File: config.mk
export PLATFORM = sky130hd
export DESIGN_NAME = slow_set_ctrl
export DESIGN_NICKNAME = d
export VERILOG_FILES = /design/src/rtl/slow_set_ctrl.sv
export SDC_FILE = /design/constraint.sdc
export NUM_CORES = 1
export LEC_CHECK = 0
export CORE_MARGIN = 1
export CORE_UTILIZATION = 41
export DETAILED_ROUTE_END_ITERATION = 8
export GPL_TIMING_DRIVEN = 0
export PLACE_DENSITY = 0.77
export RECOVER_POWER = 100
export SLEW_MARGIN = 20
export SYNTH_ARGS = -nofsm -noshare
export SYNTH_HDL_FRONTEND = slang
export SYNTH_SLANG_ARGS = --single-unit
File: constraint.sdc
create_clock -name CLK -period 2.15 [get_ports CLK]
set_clock_uncertainty 0.1 [all_clocks]
set_input_delay 0.5375 -clock CLK [delete_from_list [all_inputs] [get_ports CLK]]
set_output_delay 0.5375 -clock CLK [all_outputs]
set_load 0.01 [all_outputs]
File: src/rtl/slow_set_ctrl.sv
// Slow-peripheral settings register: latches per-channel slow-enable mask and
// timeout from the address bus, and runs the prescaled slow-window timer.
module slow_set_ctrl #(
   parameter int unsigned    NCH    = 7,
   parameter int unsigned    TW     = 4,
   parameter int unsigned    PRE    = 16,
   parameter logic [NCH-1:0] EN_RST = '1,
   parameter logic [TW-1:0]  TO_RST = '1
) (
   input  logic              CLK,
   input  logic              nPOR,
   input  logic              BACT,
   input  logic [NCH+TW:1]   A,
   input  logic              SetCSWR,
   input  logic [NCH-1:0]    DevAcc,
   output logic [NCH-1:0]    SlowEn,
   output logic [TW-1:0]     SlowTimeout,
   output logic [TW-1:0]     SlowCnt,
   output logic              SlowActive,
   output logic              SetAck
);

   localparam int unsigned PW       = (PRE > 1) ? $clog2(PRE) : 1;
   localparam logic [PW-1:0] PRE_LAST = PW'(PRE - 1);

   logic             setwr_r_q, setwr_r_d;
   logic             setwr_d_q, setwr_d_d;
   logic [NCH-1:0]   en_q, en_d;
   logic [TW-1:0]    to_q, to_d;
   logic [TW-1:0]    cnt_q, cnt_d;
   logic             ack_q, ack_d;
   logic [PW-1:0]    pre_q, pre_d;

   logic             commit;
   logic             tick;
   logic             hit;
   logic [NCH-1:0]   wr_en;
   logic [TW-1:0]    wr_to;

   always_ff @(posedge CLK) begin
      if (!nPOR) begin
         setwr_r_q <= 1'b0;
         setwr_d_q <= 1'b0;
         en_q      <= EN_RST;
         to_q      <= TO_RST;
         cnt_q     <= '0;
         ack_q     <= 1'b0;
         pre_q     <= '0;
      end else begin
         setwr_r_q <= setwr_r_d;
         setwr_d_q <= setwr_d_d;
         en_q      <= en_d;
         to_q      <= to_d;
         cnt_q     <= cnt_d;
         ack_q     <= ack_d;
         pre_q     <= pre_d;
      end
   end

   always_comb begin
      wr_en     = A[NCH:1];
      wr_to     = A[NCH+TW:NCH+1];
      setwr_r_d = BACT && SetCSWR;
      setwr_d_d = setwr_r_q;
      commit    = setwr_r_q && !setwr_d_q;
      tick      = (pre_q == PRE_LAST);
      pre_d     = tick ? '0 : pre_q + PW'(1);
      // hit and timer reload deliberately use the pre-commit mask/timeout
      hit       = |(DevAcc & en_q);
      en_d      = commit ? wr_en : en_q;
      to_d      = commit ? wr_to : to_q;
      ack_d     = commit;
      if (commit && (wr_en == '0)) begin
         cnt_d = '0;
      end else if (hit) begin
         cnt_d = to_q;
      end else if (tick && (cnt_q != '0)) begin
         cnt_d = cnt_q - TW'(1);
      end else begin
         cnt_d = cnt_q;
      end
   end

   always_comb begin
      SlowEn      = en_q;
      SlowTimeout = to_q;
      SlowCnt     = cnt_q;
      SlowActive  = (cnt_q != '0);
      SetAck      = ack_q;
   end

endmodule

==> reports/results.ini, run 1 <==
[place]
gp_congestion=0.7721
port_buffers=37
hpwl_um=1751

[power_and_ir_drop]
p_per_area_nw_per_um2=580.6
ir_drop_mv=0.3292
power_mw=0.8202
p_leak_nw=0.5716

[worst_setup_path]
worstPathArrival_ns=2.12
required_ns=2.22
critPathLaunchType=primary input
critPathCaptureType=flop
critPathKind=primary input to flop
worstPathMaxFanout=5

[synth]
synth_nets=133
syn-instance-count=108
ys_ff_latch=22
synth_ff_type=dfxtp_1
synth.distinct_cells=28
synth_edf_count=0
avgSynthCellArea_um2=8.596
yosysWarnings=0
ys_async_sr_fraction_pct=0
netlist_area_um2=928.4
seq_area_frac_synth_pct=47.44

[clock_network]
cts_max_level=1
clock-sinks=22
clk_pin_slew_ns=0.12
numCtsBuffers=3
clock_latency_ns=0.29
cts_buffer_depth=2
cts_tree=done
ctsHoldBuffers=0
cts-root-buf=clkbuf_4

[floorplanning]
pin_count=39
num_rows=16
fp.dieArea_um2=2459
die_h_um=49.59
start_util_pct=45.47
core_um2=2042
dieWidth_um=49.59

[sta]
slew_viol_final=0
fin_tns_setup_ns=0
tightest_slew_ns=0.7100
finalSetupViolations=0
finalHoldViolCount=0
post-route-period-util_pct=95.18
period_minus_slack_ns=2.046
grt_setup_unrepaired=no
max_freq_mhz=488.7
maxSlewHeadroom_pct=52.67

[outcome]
status=completed

[routing]
drcViolationCount=0
ant_nets=0
wl_per_cell_um=12.64
avgViaCountPerCell=5.201
drt_iter0_drc=18
num_vias=931
first_pass_iters=4
wirelength_um=2263

[grt]
grt_max_degree=13
grt_pass1_wl_um=3767
antenna_found_initial=0
grt_pass1_vias=893
grt_util_all_layers_pct=19.82
globalRouteOverflowTotal=0

[worst_hold_path]
hold_path_class=flop to flop

[finish]
drive_above_1_share_pct=9.211
diodes=0
final_common_cell=nand2_1
final_cell_mix=nand2_1, dfxtp_1, clkdlybuf4s50_1, dlygate4sd3_1, nand3_1
fill_cells=177
syn2layout_area_growth_pct=52.16
nets=178

[run]
cap_violations=0

-- final timing paths --
kind	startpoint	end	slack (ns)	cells past startpoint
worst min register to register	setwr_d_q	SetAck	0.35	1
worst min-delay path	setwr_d_q	SetAck	0.35	1
worst max register to register	pre_q[0]	SlowCnt[3]	0.32	4
worst max-delay path	DevAcc[4]	SlowCnt[0]	0.10	4
-- per-stage QoR --
| step | utilization [%] | setup WS, ns | instances | area, um2 | hold slack, ns |
|---|---|---|---|---|---|
| after floorplan | - | 0.3706 | 108 | 928.4 | 0.3059 |
| final | 69.18 | 0.1036 | 179 | 1413 | 0.3454 |
| after detailed placement | 65.26 | -0.3210 | 172 | 1333 | 0.3294 |
| after global routing | 69.18 | 0.01141 | 179 | 1413 | 0.3587 |
| after global placement | 65.26 | -0.2373 | 172 | 1333 | 0.3132 |
| after CTS | 68.63 | 0.06320 | 178 | 1401 | 0.3469 |
-- registers in the layout (all words and copies together), names as in the netlist --
name,cells
pre_q,4
setwr_d_q,1
SetAck,1
SlowTimeout,4
setwr_d_d,1
SlowEn,7
SlowCnt,4
-- critical path: stages --
cell	delay (ns)
clkdlybuf4s50_1	0.41
a222oi_1	0.67
and3_1	0.37
a311oi_1	0.13
-- metal layers --
layer / vias up / GRT usage [%] / part of all wire (%)
met5: - / 0 / 0
met4: 0 / 7.619 / 0.53
met3: 2 / 4.630 / 5.6
met2: 33 / 35.36 / 51
met1: 422 / 22.52 / 43
li1: 474 / - / -
-- logic make-up after synthesis --
logic type	count (synthesis)	synth area share [%]
xor+xnor	1	0.9436
compound gates	19	15.09
buf+inv	9	3.639
flops	22	47.44
fa+ha+maj	3	4.044
simple gates	54	28.84
-- cell type report --
cell class	count	area, um2	share of cell area, %
buffer	4	15.01	1.063
inverter	5	18.77	1.329
clock buffer	4	36.28	2.569
timing repair buffer	40	392.9	27.81
tap	27	33.78	2.392
sequential	22	442.9	31.36
multi-input combinational	77	473.0	33.48
-- cells in the mapped netlist (3+ instances only) --
library cell  count  area, um2
or3_1             3      18.77
a31oi_1           4      25.02
nand3_1          12      60.06
o21ai_0           4      20.02
and3_1            3      18.77
inv_1             5      18.77
a311oi_1          3      26.28
ha_1              3      37.54
dfxtp_1          22      440.4
nand2_1          24      90.09
clkbuf_1          4      15.01
-- power by group --
group / switching (mW) / internal [mW]
registers: 0.0192 / 0.431
logic: 0.0632 / 0.0857
clock network: 0.118 / 0.103
-- repair_timing --
item	4_1_cts	5_1_grt
pin swaps	0	1
buffers inserted	2	1
resized for setup	6	2
setup endpoints to repair	2	1
Power figures use the tool's default switching activity.
==> run 2, diff against run 1 <==
REMOVE_ABC_BUFFERS = 1   (was unset)
==> run 2 against run 1 <==
Net effect: via count grew 2.7%; first-iteration DRC count down 56%; register-to-register slack worse by 0.03 ns; critical path type unchanged; critical endpoint is now SlowCnt[1]; highest routed layer is now met3.
==> reports/results.ini, run 2 (synthesis gave the netlist of run 1 again) <==
[routing]
first_pass_iters=4  ; unchanged
num_vias=956  ; was 931
wl_per_cell_um=13.28  ; was 12.64 um
drcViolationCount=0  ; unchanged
avgViaCountPerCell=5.432  ; was 5.201
wirelength_um=2337  ; was 2263 um
ant_nets=0  ; unchanged
drt_iter0_drc=8  ; was 18

[outcome]
status=completed  ; unchanged

[power_and_ir_drop]
p_clk_share_pct=34.5  ; was 26.9%
power_mw=0.9257  ; was 0.8202 mW
power_frac_seq_pct=48.9  ; was 54.9%
p_sw_mw=0.2178  ; was 0.2003 mW
swShare_pct=23.53  ; was 24.42%
combPwrFrac_pct=16.6  ; was 18.2%
p_int_mw=0.7079  ; was 0.6200 mW
p_leak_nw=0.5755  ; was 0.5716 nW
ir_drop_mv=0.5365  ; was 0.3292 mV
p_per_area_nw_per_um2=648.4  ; was 580.6 nW/um2

[worst_setup_path]
max_stage_delay_ns=0.73  ; was 0.67 ns
cp_slowest_cell=a222oi_1  ; unchanged
critPathKind=primary input to flop  ; unchanged
critPathCaptureType=flop  ; unchanged
critPathLaunchType=primary input  ; unchanged
worstPathMaxFanout=5  ; unchanged
required_ns=2.27  ; was 2.22 ns
path_cells=clkdlybuf4s50_1, a222oi_1, a31oi_1, a311oi_1  ; was clkdlybuf4s50_1, a222oi_1, and3_1, a311oi_1
worstPathArrival_ns=2.20  ; was 2.12 ns

[worst_hold_path]
hold_path_class=flop to flop  ; unchanged

[floorplanning]
start_util_pct=45.47  ; unchanged
core_um2=2042  ; unchanged
num_rows=16  ; unchanged
fp.dieArea_um2=2459  ; unchanged
pin_count=39  ; unchanged
dieWidth_um=49.59  ; unchanged
die_h_um=49.59  ; unchanged

[finish]
final_cell_mix=nand2_1, dfxtp_1, clkdlybuf4s50_1  ; was nand2_1, dfxtp_1, clkdlybuf4s50_1, dlygate4sd3_1, nand3_1
largest_reg_flops=7  ; unchanged
drive_above_1_share_pct=10.07  ; was 9.211%
final_common_cell=nand2_1  ; unchanged
syn2layout_area_growth_pct=53.77  ; was 52.16%
diodes=0  ; unchanged
fin_cells=176  ; was 179
stdcell_area_um2=1428  ; was 1413 um2
nets=175  ; was 178
fin_util_pct=69.91  ; was 69.18%

[place]
port_buffers=38  ; was 37
gp_congestion=0.7954  ; was 0.7721
dpl.cell_count=169  ; was 172
place_area_um2=1328  ; was 1333 um2
hpwl_um=1640  ; was 1751 um

[sta]
finalSetupViolations=0  ; unchanged
max_freq_mhz=480.8  ; was 488.7 MHz
tightest_slew_ns=0.7939  ; was 0.7100 ns
maxSlewHeadroom_pct=47.08  ; was 52.67%
fin_tns_setup_ns=0  ; unchanged
slew_viol_final=0  ; unchanged
post-route-period-util_pct=96.73  ; was 95.18%
period_minus_slack_ns=2.080  ; was 2.046 ns
finalHoldViolCount=0  ; unchanged

[clock_network]
clock_latency_ns=0.31  ; was 0.29 ns
clock-sinks=22  ; unchanged
cts_max_level=1  ; unchanged
clk_pin_slew_ns=0.13  ; was 0.12 ns
cts-root-buf=clkbuf_4  ; unchanged
cts_buffer_depth=2  ; unchanged
cts_tree=done  ; unchanged
numCtsBuffers=3  ; unchanged

[run]
cap_violations=0  ; unchanged

[grt]
grt_max_degree=19  ; was 13
antenna_found_initial=0  ; unchanged
grt_pass1_wl_um=4146  ; was 3767 um
grt_util_all_layers_pct=21.81  ; was 19.82%
grt_pass1_vias=908  ; was 893
globalRouteOverflowTotal=0  ; unchanged

-- run 2: power groups by stage --
stage | logic [mW] | registers, mW | clock network [mW]
global route | 0.171 | 0.456 | 0.343
finish | 0.154 | 0.452 | 0.319
detailed placement | 0.147 | 0.460 | 0
floorplan | 0.0496 | 0.464 | 0
CTS | 0.156 | 0.451 | 0.325
global placement | 0.144 | 0.459 | 0
-- run 2: timing repair --
action                                  CTS  global route
endpoints found under the hold margin     0             0
hold buffers                              0             0
endpoints found under the setup margin    1             1
gates resized for setup                   5             4
pin swaps                                 0             0
setup buffers                             3             0
-- run 2: worst paths after layout --
kind	startpoint	to	slack, ns	depth (start not counted)
worst max-delay path	DevAcc[4]	SlowCnt[1]	0.07	4
worst min-delay path	setwr_d_q	SetAck	0.35	1
worst max register to register	pre_q[0]	SlowCnt[3]	0.29	4
worst min register to register	setwr_d_q	SetAck	0.35	1
-- run 2: area by class of cell --
class	instances	area, um2
flip-flops and latches	22	442.9
inverters	5	18.77
fillers	174	614.3
multi-input cells	77	478.0
repair buffers	41	401.6
well taps	27	33.78
clock inverters	1	30.03
clock buffers	3	22.52
-- run 2: critical path: cells and delay by family --
kind | cells | cell delay [ns]
buffers and inverters | 1 | 0.40
AO/OA/AOI/OAI | 3 | 1.25
-- run 2: through the flow --
stage | setup WS (ns) | hold slack, ns
5_1_grt | -0.003173 | 0.3840
3_3_place_gp | -0.2164 | 0.3118
4_1_cts | 0.04177 | 0.3506
6_report | 0.07028 | 0.3540
3_5_place_dp | -0.2252 | 0.3322
2_1_floorplan | 0.3706 | 0.3059
-- run 2: routing by layer --
layer  GRT usage (%)  share of wire [%]  vias up  wire [um]
met1           27.81                 47      458       1092
met5               0                  0        -          0
li1                -                  -      471          -
met2           37.16                 49       27       1151
met4           8.095                  0        0          0
met3           2.778                4.0        0         93
